===== src/rtl/filter_select.sv =====
// ============================================================================
// Module   : filter_select
// Purpose  : Debounces the filter switches and applies a legal selection only
//            on a video frame boundary.
// Revision : 1.0 - initial release
// ============================================================================
`default_nettype none

module filter_select #(
  parameter int DEBOUNCE_CYCLES = 500000,
  parameter int CNT_W           = 20
) (
  input  logic       clk,
  input  logic       reset_n,
  input  logic [4:0] sw_raw,
  input  logic       frame_start,
  output logic [4:0] filter_sel,
  output logic       pending,
  output logic       changed,
  output logic       err
);

  localparam logic [CNT_W-1:0] c_cnt_last = CNT_W'(DEBOUNCE_CYCLES - 1);

  typedef enum logic [0:0] {
    IDLE = 1'b0,
    PEND = 1'b1
  } state_t;

  logic [4:0]       r_sync1;
  logic [4:0]       r_sw_s;
  logic [4:0]       r_cand;
  logic [CNT_W-1:0] r_cnt;
  logic [4:0]       r_stab;
  logic [4:0]       r_req;
  logic             r_err;
  state_t           r_state;
  logic [4:0]       r_sel;
  logic             r_changed;

  state_t           w_state_next;
  logic [4:0]       w_sel_next;
  logic             w_changed_next;

  function automatic logic is_legal(input logic [4:0] v);
    return (v & (v - 5'd1)) == 5'd0;
  endfunction

  always_ff @(posedge clk or negedge reset_n) begin
    if (!reset_n) begin
      r_sync1 <= '0;
      r_sw_s  <= '0;
    end else begin
      r_sync1 <= sw_raw;
      r_sw_s  <= r_sync1;
    end
  end

  // req and err follow stab in the same edge so the FSM sees a new request one
  // cycle after it is debounced.
  always_ff @(posedge clk or negedge reset_n) begin
    if (!reset_n) begin
      r_cand <= '0;
      r_cnt  <= '0;
      r_stab <= '0;
      r_req  <= '0;
      r_err  <= 1'b0;
    end else if (r_sw_s != r_cand) begin
      r_cand <= r_sw_s;
      r_cnt  <= '0;
    end else if (r_cnt == c_cnt_last) begin
      r_stab <= r_cand;
      if (is_legal(r_cand)) begin
        r_req <= r_cand;
        r_err <= 1'b0;
      end else begin
        r_err <= 1'b1;
      end
    end else begin
      r_cnt <= r_cnt + 1'b1;
    end
  end

  always_ff @(posedge clk or negedge reset_n) begin
    if (!reset_n) begin
      r_state   <= IDLE;
      r_sel     <= '0;
      r_changed <= 1'b0;
    end else begin
      r_state   <= w_state_next;
      r_sel     <= w_sel_next;
      r_changed <= w_changed_next;
    end
  end

  always_comb begin
    w_state_next   = r_state;
    w_sel_next     = r_sel;
    w_changed_next = 1'b0;
    case (r_state)
      IDLE: begin
        if (r_req != r_sel) w_state_next = PEND;
      end
      PEND: begin
        if (frame_start) begin
          w_sel_next     = r_req;
          w_changed_next = (r_req != r_sel);
          w_state_next   = IDLE;
        end else if (r_req == r_sel) begin
          w_state_next = IDLE;
        end
      end
      default: w_state_next = IDLE;
    endcase
  end

  assign filter_sel = r_sel;
  assign pending    = (r_state == PEND);
  assign changed    = r_changed;
  assign err        = r_err;

endmodule

`default_nettype wire


===== config.mk =====
export PLATFORM = sky130hd
export DESIGN_NAME = filter_select
export DESIGN_NICKNAME = d
export VERILOG_FILES = /design/src/rtl/filter_select.sv
export SDC_FILE = /design/constraint.sdc
export NUM_CORES = 1
export LEC_CHECK = 0
export ABC_AREA = 0
export CAP_MARGIN = 10
export CORE_MARGIN = 10
export CORE_UTILIZATION = 57
export DETAILED_ROUTE_END_ITERATION = 8
export PLACE_DENSITY = 0.78
export SLEW_MARGIN = 30
export SYNTH_ARGS = -nofsm -noshare
export SYNTH_HDL_FRONTEND = slang
export SYNTH_SLANG_ARGS = --single-unit

===== constraint.sdc =====
create_clock -name clk -period 2.6 [get_ports clk]
set_input_delay 0.39 -clock clk [delete_from_list [all_inputs] [get_ports clk]]
set_output_delay 0.39 -clock clk [all_outputs]
set_load 0.05 [all_outputs]

* After elaboration in Yosys (flattened, before gate mapping)
Index checks and enable logic that the tools add are counted.
Word-level totals: memories 0, output and inout bits 8, bits in read-only memories 0, bits in latches 0, word-level logic and storage cells 32, bits in writable memories 0, flip-flop bits (word level) 48
Cells by class: reductions and logical operators 4, magnitude comparators 0, add/sub/neg operators 2, bitwise gates (word level) 3, equality and inequality tests 5, muxes and demuxes 9, multiply operators 0, divide/modulo/power cells 0, shift-type cells 0
Operator list (number):
- 20-bit 2-to-1 mux | 2
- 20-bit by 1-bit adder with 20-bit output, second input constant | 1
- 20-bit by 19-bit equality test with 1-bit output, second input constant | 1
- 5-bit inequality test | 2
- 1-bit 2-to-1 mux | 6
- 5-bit bitwise AND | 1
- 5-bit equality test | 1
- 5-bit logical NOT | 1
- 5-bit by 1-bit subtractor with 5-bit output, second input constant | 1
- 2-bit AND reduction | 2
- 3-bit AND reduction | 1
- 2-bit inequality test, second input constant | 1
- 1-bit inverter | 2
- 1-bit one-hot mux with 2 select lines | 1

* Longest topological paths before layout
Gate-level depths: netlist of the first run.
word-level depth 4, mapped depth 7, mapped depth without buffers 6

* Worst setup path after synthesis of the first run
No wires, ideal clock.
path type flip-flop to flip-flop, from reg r_cnt[0], to reg r_req[3], data required time 2.481 ns, arrival 1.935 ns, path slack 0.547 ns, buffers on the path 1, cell stages (with the launch flop) 8, cell sequence dfrtp_1 > ha_1 > and4_1 > nand4_2 > or2_1 > buf_6 > or4_4 > o21a_1
Between the ends: longest elaborated chain between the ends 2
RTL lines:
- start, declared | RTL line 33 | logic [CNT_W-1:0] r_cnt;
- start signal, assigned | RTL line 80 | r_cnt <= r_cnt + 1'b1;
- 20-bit by 19-bit equality test with 1-bit output | RTL line 71 | end else if (r_cnt == c_cnt_last) begin
- 3-bit AND reduction (no line)
- end signal, assigned | RTL line 74 | r_req <= r_cand;
- end, declared | RTL line 35 | logic [4:0] r_req;
Every way passes these cells. A chain may end at the register's enable or synchronous reset.

* Final worst setup path of the first run
Same ends and word-level chain as after synthesis.

==> results of run 1 <==
==> critical path, stage by stage, from the launching register on <==
cell and delay [ns]:
dfrtp_1 0.43, ha_1 0.24, and4_1 0.27, nand4_2 0.15, or2_1 0.35, or4_4 0.55, o21a_1 0.12
==> worst paths after layout <==
check / from / endpoint / slack, ns
worst max-delay path: r_cnt[0]$_DFFE_PN0N_ / r_req[3]$_DFFE_PN0P_ / 0.40
worst min-delay path: r_sync1[4]$_DFF_PN0_ / r_sw_s[4]$_DFF_PN0_ / 0.37
min in group asynchronous: reset_n / filter_sel[0]$_DFFE_PN0P_ / 0.48
max in group asynchronous: reset_n / r_cnt[4]$_DFFE_PN0N_ / 1.61
worst min register to register: r_sync1[4]$_DFF_PN0_ / r_sw_s[4]$_DFF_PN0_ / 0.37
worst max register to register: r_cnt[0]$_DFFE_PN0N_ / r_req[3]$_DFFE_PN0P_ / 0.40
==> routing by layer <==
| metal | track usage [%] | wire [um] |
|---|---|---|
| met4 | 5.63 | 66 |
| met3 | 4.50 | 178 |
| met1 | 14.2 | 1560 |
| met2 | 19.1 | 1660 |
| met5 | 0 | 0 |
==> what timing repair did <==
item	4_1_cts	5_1_grt
setup buffers	0	0
hold buffers	1	0
hold endpoints to repair	20	0
==> cell families (layout without fill, tap and decap cells) <==
family | after synthesis | after routing | synth area share [%]
buffers and inverters | 10 | 29 | 2.20
AO/OA/AOI/OAI | 10 | 10 | 3.35
XOR/XNOR | 29 | 29 | 12.4
AND/OR/NAND/NOR | 68 | 68 | 18.1
multiplexers | 8 | 8 | 4.33
flip-flops | 48 | 48 | 58.5
adder cells (fa/ha/maj) | 2 | 2 | 1.10
==> layout make-up <==
class / count / area, sq um / area share [%]
clock inverters: 3 / 23.8 / 1.02
well taps: 46 / 57.6 / 2.48
inverters: 2 / 7.51 / 0.323
clock buffers: 5 / 37.5 / 1.62
flip-flops and latches: 48 / 1200 / 51.7
repair buffers: 19 / 190 / 8.19
multi-input cells: 117 / 806 / 34.7
==> cell usage in the layout (no fill, tap or decap), drive strengths merged <==
cell type,count
dfrtp,48
nor2,26
xor2,19
clkdlybuf4s50,14
xnor2,10
nand2,9
nand3,8
mux2,7
nor3,6
nand4,6
clkbuf,5
o21ai,4
buf,4
and3,3
nor4b,2
and4,2
or3,2
inv,2
nor4,2
o21a,2
clkinvlp,2
a21oi,2
maj3,1
a2111o,1
or2,1
o2111ai,1
mux2i,1
or4,1
ha,1
clkinv,1
dlygate4sd3,1
==> flip-flops by register name, indices dropped and copies added (netlist names) <==
signal,count
changed,1
err,1
filter_sel,5
pending,1
r_cand,5
r_cnt,20
r_req,5
r_sw_s,5
r_sync1,5
==> power groups by stage <==
stage                     Clock (mW)  Sequential (mW)  Combinational [mW]
after CTS                      0.359            0.768              0.0459
after detailed placement           0            0.783              0.0446
after floorplan                    0            0.780              0.0150
final                          0.347            0.768              0.0440
after global routing           0.394            0.771              0.0501
after global placement             0            0.782              0.0392
==> run metrics, run 1 <==
Leak Pwr=1.00 nW; synthesized flop and latch total=48; Worst-Skew Late Latency=0.37 ns; max_cap viols=0; Slew @ Worst Pin=0.707 ns; drt initial violations=58; total chip power=1.16 mW; WHS=0.367 ns; unrepaired setup endpoints after global routing=false; post-cts sizing count=0; synth warn=0; first-pass GRT wire length=6140 um; power density over the cells=499 nW/um^2; Post-DRT Antenna Nets=0; CP required=2.88 ns; Worst Skew=0.00855 ns; total grt overflow=0; Setup TNS=0 ns; highest clock rate=455 MHz; Setup-failing EPs final=0; Clk pin slew, worst setup/hold paths=0.14 ns; most frequent cell after synthesis=dfrtp_1; Via density=5.52; n_diodes=0; Main synth FF type=dfrtp_1; Final Cell Area=2320 sq um; Tcrit/Tclk final=84.5%; Starting Density=60.1%; Total Routed Length=3460 um; clock share of power=29.9%; Final Util=68.0%; Max H-tree Level=2; Yosys cell types=30; crit path capture type=flop; synth cell count leaders=dfrtp_1 (48), nor2_1 (26), xor2_1 (19), xnor2_1 (10), nand2_1 (9); Tmin final=2.20 ns; I/O pins=16; filler instances=256; Total GRT Usage=12.1%; placed cell areas=2250 sq um; post-synthesis async set-or-reset flop share=100%; die area=6400 sq um; Hold Crit Depth=0; row count=21; Post-Syn Nets=184; Post-Layout Cell Count=240; switching share of power=23.6%; number of synthesized flops with an enable pin=0; synth top area cells=dfrtp_1 (59%), xor2_1 (8.1%), nor2_1 (4.8%); Num CTS Buffers=5; layout cells sized above 1=10.8%; outcome=finished clean; hold crit path type=flop to flop; Avg Inst Size Synth=11.7 sq um; Rel. slew slack=52.5%; vias in the first global route=1345; core area=3420 sq um; internal power=0.885 mW; largest area contributor in the netlist=dfrtp_1; Residual DRC=0; Worst Path Class, Setup=flop to flop; root buf cell=clkbuf_4; startpoint types=flop; clk sinks=48; Comb power frac=3.8%; synthesized area=2050 sq um; initial antenna violation count=0; clock buffer depth=2; CP Max Fanout=5; NumNets Final=202; Die Wd=80 um; Die H=80 um; vias=1325; first drt pass iteration count=4; drt wl/cell=14.4 um; cells on worst reg2reg path=6; Place WS=0.448 ns; DP HPWL=2630 um; number of buffers inserted by port buffering=15; PnR worst setup slack=0.402 ns; top cell type's share of synthesized area=58.5%; Placed Instances=231; Net Switching=0.273 mW; Syn Inst Count=175; peak supply drop=0.355 mV; hold violation count in the final report=0; Arr. time, crit path=2.48 ns; TritonCTS clock tree=built; post-synthesis sequential area ratio=58.5%; Slew Limit Fails=0; Area Growth Syn to Fin=13.2%; RePlAce Congestion=0.830; largest net degree at the start of global routing=29; Flop pwr share=66.3%
No activity file was read; power rests on OpenSTA's default activity.
==> inputs of run 2 (changes only) <==
Clock period 2.6 ns to 2.2 ns, I/O delays scaled along.
==> run 2 against run 1 <==
Compared with the run above: cell area up 1.4%; sequential power rose by 18%; final cell count is 0.42% higher.
==> run metrics, run 2 (synthesis results as in run 1) <==
initial antenna violation count=0 (unchanged); peak supply drop=0.648 mV (+82%); Top Layer Used=met4; Starting Density=60.1% (unchanged); Die Wd=80 um (unchanged); clk sinks=48 (unchanged); Comb power frac=3.2% (-0.6 points); Worst Path Class, Setup=flop to flop; clock share of power=35.6% (+5.7 points); vias=1324 (-0.075%); n_diodes=0 (unchanged); Clk pin slew, worst setup/hold paths=0.14 ns (about the same); Total Routed Length=3660 um (+5.8%); Place WS=0.0995 ns (-0.349 ns); Flop pwr share=61.3% (-5.0 points); Setup TNS=0 ns (unchanged); largest reg by FF count=r_cnt; first-pass GRT wire length=6200 um (+1.0%); DR WL met3=186 um (+4.5%); DP HPWL=2590 um (-1.5%); vias in the first global route=1337 (-0.59%); Via density=5.49 (-0.49%); TritonCTS clock tree=built; number of buffers inserted by port buffering=15 (unchanged); highest clock rate=474 MHz (+4.1%); Net Switching=0.322 mW (+18%); switching share of power=21.8% (-1.8 points); startpoint types=flop; PnR worst setup slack=0.0886 ns (-0.314 ns); hold violation count in the final report=0 (unchanged); RePlAce Congestion=0.790 (-4.8%); NumNets Final=203 (+0.50%); core area=3420 sq um (unchanged); Post-DRT Antenna Nets=0 (unchanged); root buf cell=clkbuf_4; Tmin final=2.11 ns (-0.0863 ns); Slew Limit Fails=0 (unchanged); Total GRT Usage=12.0% (-0.041 points); Die H=80 um (unchanged); internal power=1.16 mW (+31%); drt wl/cell=15.2 um (+5.3%); drt initial violations=97 (+67%); clock buffer depth=2 (unchanged); Setup-failing EPs final=0 (unchanged); crit path launch=r_cnt[1]$_DFFE_PN0N_; Tcrit/Tclk final=96.0% (+11 points); Slew @ Worst Pin=0.805 ns (+0.0985 ns); Leak Pwr=1.01 nW (+0.97%); largest net degree at the start of global routing=40 (+38%); Worst Skew=0.00583 ns (-0.00273 ns); Rel. slew slack=46.3% (-6.2 points); Max H-tree Level=2 (unchanged); most common cell after layout, fill and taps aside=dfrtp_1; layout cells sized above 1=13.8% (+3.0 points); die area=6400 sq um (unchanged); total grt overflow=0 (unchanged); power density over the cells=629 nW/um^2 (+26%); CP Max Fanout=4 (-1); Worst-Skew Late Latency=0.36 ns (about the same); Area Growth Syn to Fin=14.8%; hold crit path type=input port to async pin; met2 routed WL=1780 um (+7.5%); max_cap viols=0 (unchanged); outcome=finished clean; row count=21 (unchanged); I/O pins=16 (unchanged); CP required=2.46 ns (-0.42 ns); most frequent cells in the layout=dfrtp_1 (46), nor2_1 (26), xor2_1 (19), clkdlybuf4s50_1 (14), xnor2_1 (10); Arr. time, crit path=2.37 ns (-0.11 ns); wire length on met1=1650 um (+5.8%); unrepaired setup endpoints after global routing=false; Num CTS Buffers=5 (unchanged); Reg2Reg Launch Point=r_cnt[1]$_DFFE_PN0N_; Residual DRC=0 (unchanged); first drt pass iteration count=4 (unchanged); crit path capture type=flop; max reg flops=20 (unchanged)
## run 2: power groups by stage
stage / registers (mW) / logic (mW) / clock network, mW
detailed placement: 0.925 / 0.0481 / 0
CTS: 0.908 / 0.0485 / 0.530
global route: 0.910 / 0.0539 / 0.571
floorplan: 0.922 / 0.0178 / 0
global placement: 0.924 / 0.0470 / 0
finish: 0.908 / 0.0467 / 0.527
## run 2: stage by stage
step / hold WS (ns) / instance area [sq um] / cells / total power [mW] / utilization, %
finish: 0.0309 / 2360 / 241 / 1.48 / 69.0
global route: 0.0873 / 2360 / 241 / 1.54 / 69.0
CTS: 0.0672 / 2330 / 240 / 1.49 / 68.2
detailed placement: 0.338 / 2250 / 232 / 0.973 / 65.8
global placement: 0.334 / 2250 / 232 / 0.971 / 65.8
floorplan: 0.0344 / 2050 / 175 / 0.940 / -
## run 2: cell type report
class | instances | area (sq um)
tap | 46 | 57.6
timing repair buffer | 20 | 183
multi-input combinational | 117 | 821
fill | 252 | 1060
clock buffer | 5 | 37.5
sequential | 48 | 1200
inverter | 2 | 7.51
clock inverter | 3 | 46.3
## run 2: routing by layer
| metal | GRT usage, % | vias up |
|---|---|---|
| met3 | 4.28 | 5 |
| met5 | 0 | - |
| met1 | 15.0 | 665 |
| met2 | 19.3 | 25 |
| li1 | - | 629 |
| met4 | 3.17 | 0 |
## run 2: worst paths after layout
check / slack, ns / end / depth (start not counted)
worst max-delay path: 0.09 / r_req[0]$_DFFE_PN0P_ / 6
worst min-delay path: 0.03 / filter_sel[0]$_DFFE_PN0P_ / 1
worst max register to register: 0.09 / r_req[0]$_DFFE_PN0P_ / 6
worst min register to register: 0.37 / r_sw_s[4]$_DFF_PN0_ / 0
max in group asynchronous: 1.50 / r_cnt[12]$_DFFE_PN0N_ / 2
min in group clk: 0.37 / r_sw_s[4]$_DFF_PN0_ / 0
## run 2: timing repair
| action | CTS | global route |
|---|---|---|
| hold buffers | 0 | 0 |
| resized for setup | 0 | 5 |
| endpoints found under the setup margin | 0 | 4 |
| setup buffers | 0 | 1 |
## run 2: critical path, stage by stage (launching register included)
cell,delay [ns]
dfrtp_1,0.46
ha_4,0.18
and4_4,0.24
nand2_1,0.05
or3_1,0.34
a2111o_1,0.42
mux2_1,0.34
==> inputs of run 3 (changes only) <==
Settings changed: CORE_UTILIZATION 57 to 59, DONT_BUFFER_PORTS set to 1, PLACE_DENSITY 0.78 to 0.75.
==> run 3 against run 2 <==
Compared with the run above: flip-flop and latch count is the same; worst hold slack got worse by 0.0062 ns; cell area fell by 3.6%; wire length is 5.2% lower.
==> run metrics, run 3 (synthesis results as in run 1) <==
min-delay src=frame_start; crit path capture type=flop; max_cap viols=0 (unchanged); Residual DRC=0 (unchanged); Comb power frac=3.3% (about the same); Place WS=0.0561 ns (-0.0434 ns); crit path cell chain=ha_2, and4_1, nand4_2, or2_4, or4_4, a21oi_2; largest reg by FF count=r_cnt; unrepaired setup endpoints after global routing=true; row count=21 (unchanged); drt wl/cell=15.0 um (-1.1%); CP Max Fanout=5 (+1); vias=1301 (-1.7%); Arr. time, crit path=2.42 ns (+0.05 ns); core area=3340 sq um (-2.3%); slowest stage cell, crit path=or4_4; Reg2Reg Setup Slack=0.07 ns (-0.02 ns); Area Growth Syn to Fin=10.7%; largest net degree at the start of global routing=49 (+23%); Starting Density=61.5% (+1.4 points); Die H=79.0 um (-1.3%); cells on worst reg2reg path=6 (unchanged); Tcrit/Tclk final=96.7% (+0.72 points); first-pass GRT wire length=6120 um (-1.3%); FF+latch area=1200 sq um (-0.21%); highest clock rate=470 MHz (-0.75%); Final Util=68.1% (-0.92 points); first drt pass iteration count=4 (unchanged); Worst-Skew Late Latency=0.37 ns (about the same); hold crit path type=input port to flop; n_diodes=0 (unchanged); Worst Skew=0.0158 ns (+0.00994 ns); CP required=2.50 ns (+0.04 ns); PnR worst setup slack=0.0727 ns (-0.0159 ns); Slew Limit Fails=0 (unchanged); outcome=finished clean; Slew @ Worst Pin=0.542 ns (-0.264 ns); Post-DRT Antenna Nets=0 (unchanged); Die Wd=79.0 um (-1.3%); clk sinks=48 (unchanged); most common cell after layout, fill and taps aside=dfrtp_1; Final Cell Area=2270 sq um (-3.6%); Leak Pwr=0.990 nW (-2.0%); RePlAce Congestion=0.807 (+2.1%); Rel. slew slack=63.9% (+18 points); I/O pins=16 (unchanged); vias in the first global route=1311 (-1.9%); Setup-failing EPs final=0 (unchanged); drt initial violations=49 (-49%); switching share of power=21.6% (-0.20 points); clock share of power=35.3% (-0.3 points); internal power=1.16 mW (+0.12%); power density over the cells=652 nW/um^2 (+3.6%); Reg2Reg Launch Point=r_cnt[0]$_DFFE_PN0N_; Num CTS Buffers=5 (unchanged); hold violation count in the final report=0 (unchanged); die area=6240 sq um (-2.5%); most frequent cells in the layout=dfrtp_1 (48), nor2_1 (26), xor2_1 (19), xnor2_1 (10), nand2_1 (9); total grt overflow=0 (unchanged); Max H-tree Level=2 (unchanged); max reg flops=20 (unchanged); CP max stage delay=0.53 ns (+0.07 ns); TritonCTS clock tree=built; Worst Path Class, Setup=flop to flop; Via density=5.63 (+2.5%); area occupied by multi-input gates=811 sq um (-1.2%); root buf cell=clkbuf_4; Tmin final=2.13 ns (+0.0159 ns); number of buffers inserted by port buffering=0 (-15); Clk pin slew, worst setup/hold paths=0.14 ns (about the same); Net Switching=0.319 mW (-1.1%); Flop pwr share=61.3% (about the same); clock buffer depth=2 (unchanged); reg2reg end=r_req[2]$_DFFE_PN0P_; placed cell areas=2090 sq um (-7.1%); initial antenna violation count=0 (unchanged); layout cells sized above 1=12.4% (-1.4 points); Hold Crit Depth=1; filler instances=270 (+7.1%); startpoint types=flop; hold path endpoint=pending$_DFF_PN0_; Total GRT Usage=12.1% (+0.053 points); NumNets Final=193 (-4.9%); peak supply drop=0.539 mV (-17%); Total Routed Length=3470 um (-5.2%); DP HPWL=2440 um (-5.9%)
-- run 3: what timing repair did --
| action | in CTS | in global routing |
|---|---|---|
| hold buffers | 7 | 0 |
| setup buffers | 0 | 1 |
| hold endpoints to repair | 53 | 0 |
| endpoints found under the setup margin | 1 | 5 |
| gates cloned | 0 | 0 |
| gates resized for setup | 1 | 1 |
-- run 3: through the flow --
stage	hold WS, ns	TNS (ns)	power (mW)	cells
2_1_floorplan	0.0344	0	0.940	175
3_3_place_gp	0.0358	0	0.942	215
3_5_place_dp	0.0359	0	0.943	215
4_1_cts	0.00718	0	1.50	230
5_1_grt	0.00822	-0.0120	1.55	231
6_report	0.0248	0	1.48	231
-- run 3: power groups by stage --
stage	Combinational (mW)	Sequential [mW]	Clock [mW]
5_1_grt	0.0554	0.910	0.582
3_3_place_gp	0.0179	0.924	0
2_1_floorplan	0.0178	0.922	0
4_1_cts	0.0496	0.908	0.544
3_5_place_dp	0.0181	0.925	0
6_report	0.0492	0.908	0.523
-- run 3: worst max-delay path, delay by kind of cell (launching register included) --
family,cells,cell delay (ns)
flops,1,0.42
fa+ha+maj,1,0.22
simple gates,4,1.27
compound gates,1,0.15
-- run 3: how the worst max path moves through the flow --
stage	startpoint	end	cells after the start
2_1_floorplan	r_cnt[0]$_DFFE_PN0N_	r_req[3]$_DFFE_PN0P_	7
5_1_grt	r_cnt[0]$_DFFE_PN0N_	r_req[2]$_DFFE_PN0P_	6
4_1_cts	r_cnt[0]$_DFFE_PN0N_	r_req[2]$_DFFE_PN0P_	6
3_5_place_dp	r_cnt[0]$_DFFE_PN0N_	r_req[3]$_DFFE_PN0P_	6
6_report	r_cnt[0]$_DFFE_PN0N_	r_req[2]$_DFFE_PN0P_	6
3_3_place_gp	r_cnt[0]$_DFFE_PN0N_	r_req[3]$_DFFE_PN0P_	6
-- run 3: cell type report --
| type | instances | share of cell area, % |
|---|---|---|
| Inverter | 2 | 0.331 |
| Timing Repair Buffer | 10 | 4.85 |
| Clock inverter | 3 | 2.04 |
| Tap cell | 46 | 2.53 |
| Clock buffer | 5 | 1.65 |
| Sequential cell | 48 | 52.9 |
| Multi-Input combinational cell | 117 | 35.7 |
-- run 3: per-layer routing --
metal  up-vias  global-route usage [%]  routed length (um)
met4         0                    3.94                  46
met1       656                    14.2                1500
met3         5                    4.73                 200
met5         -                       0                   0
met2        28                    19.9                1720
li1        612                       -                   -
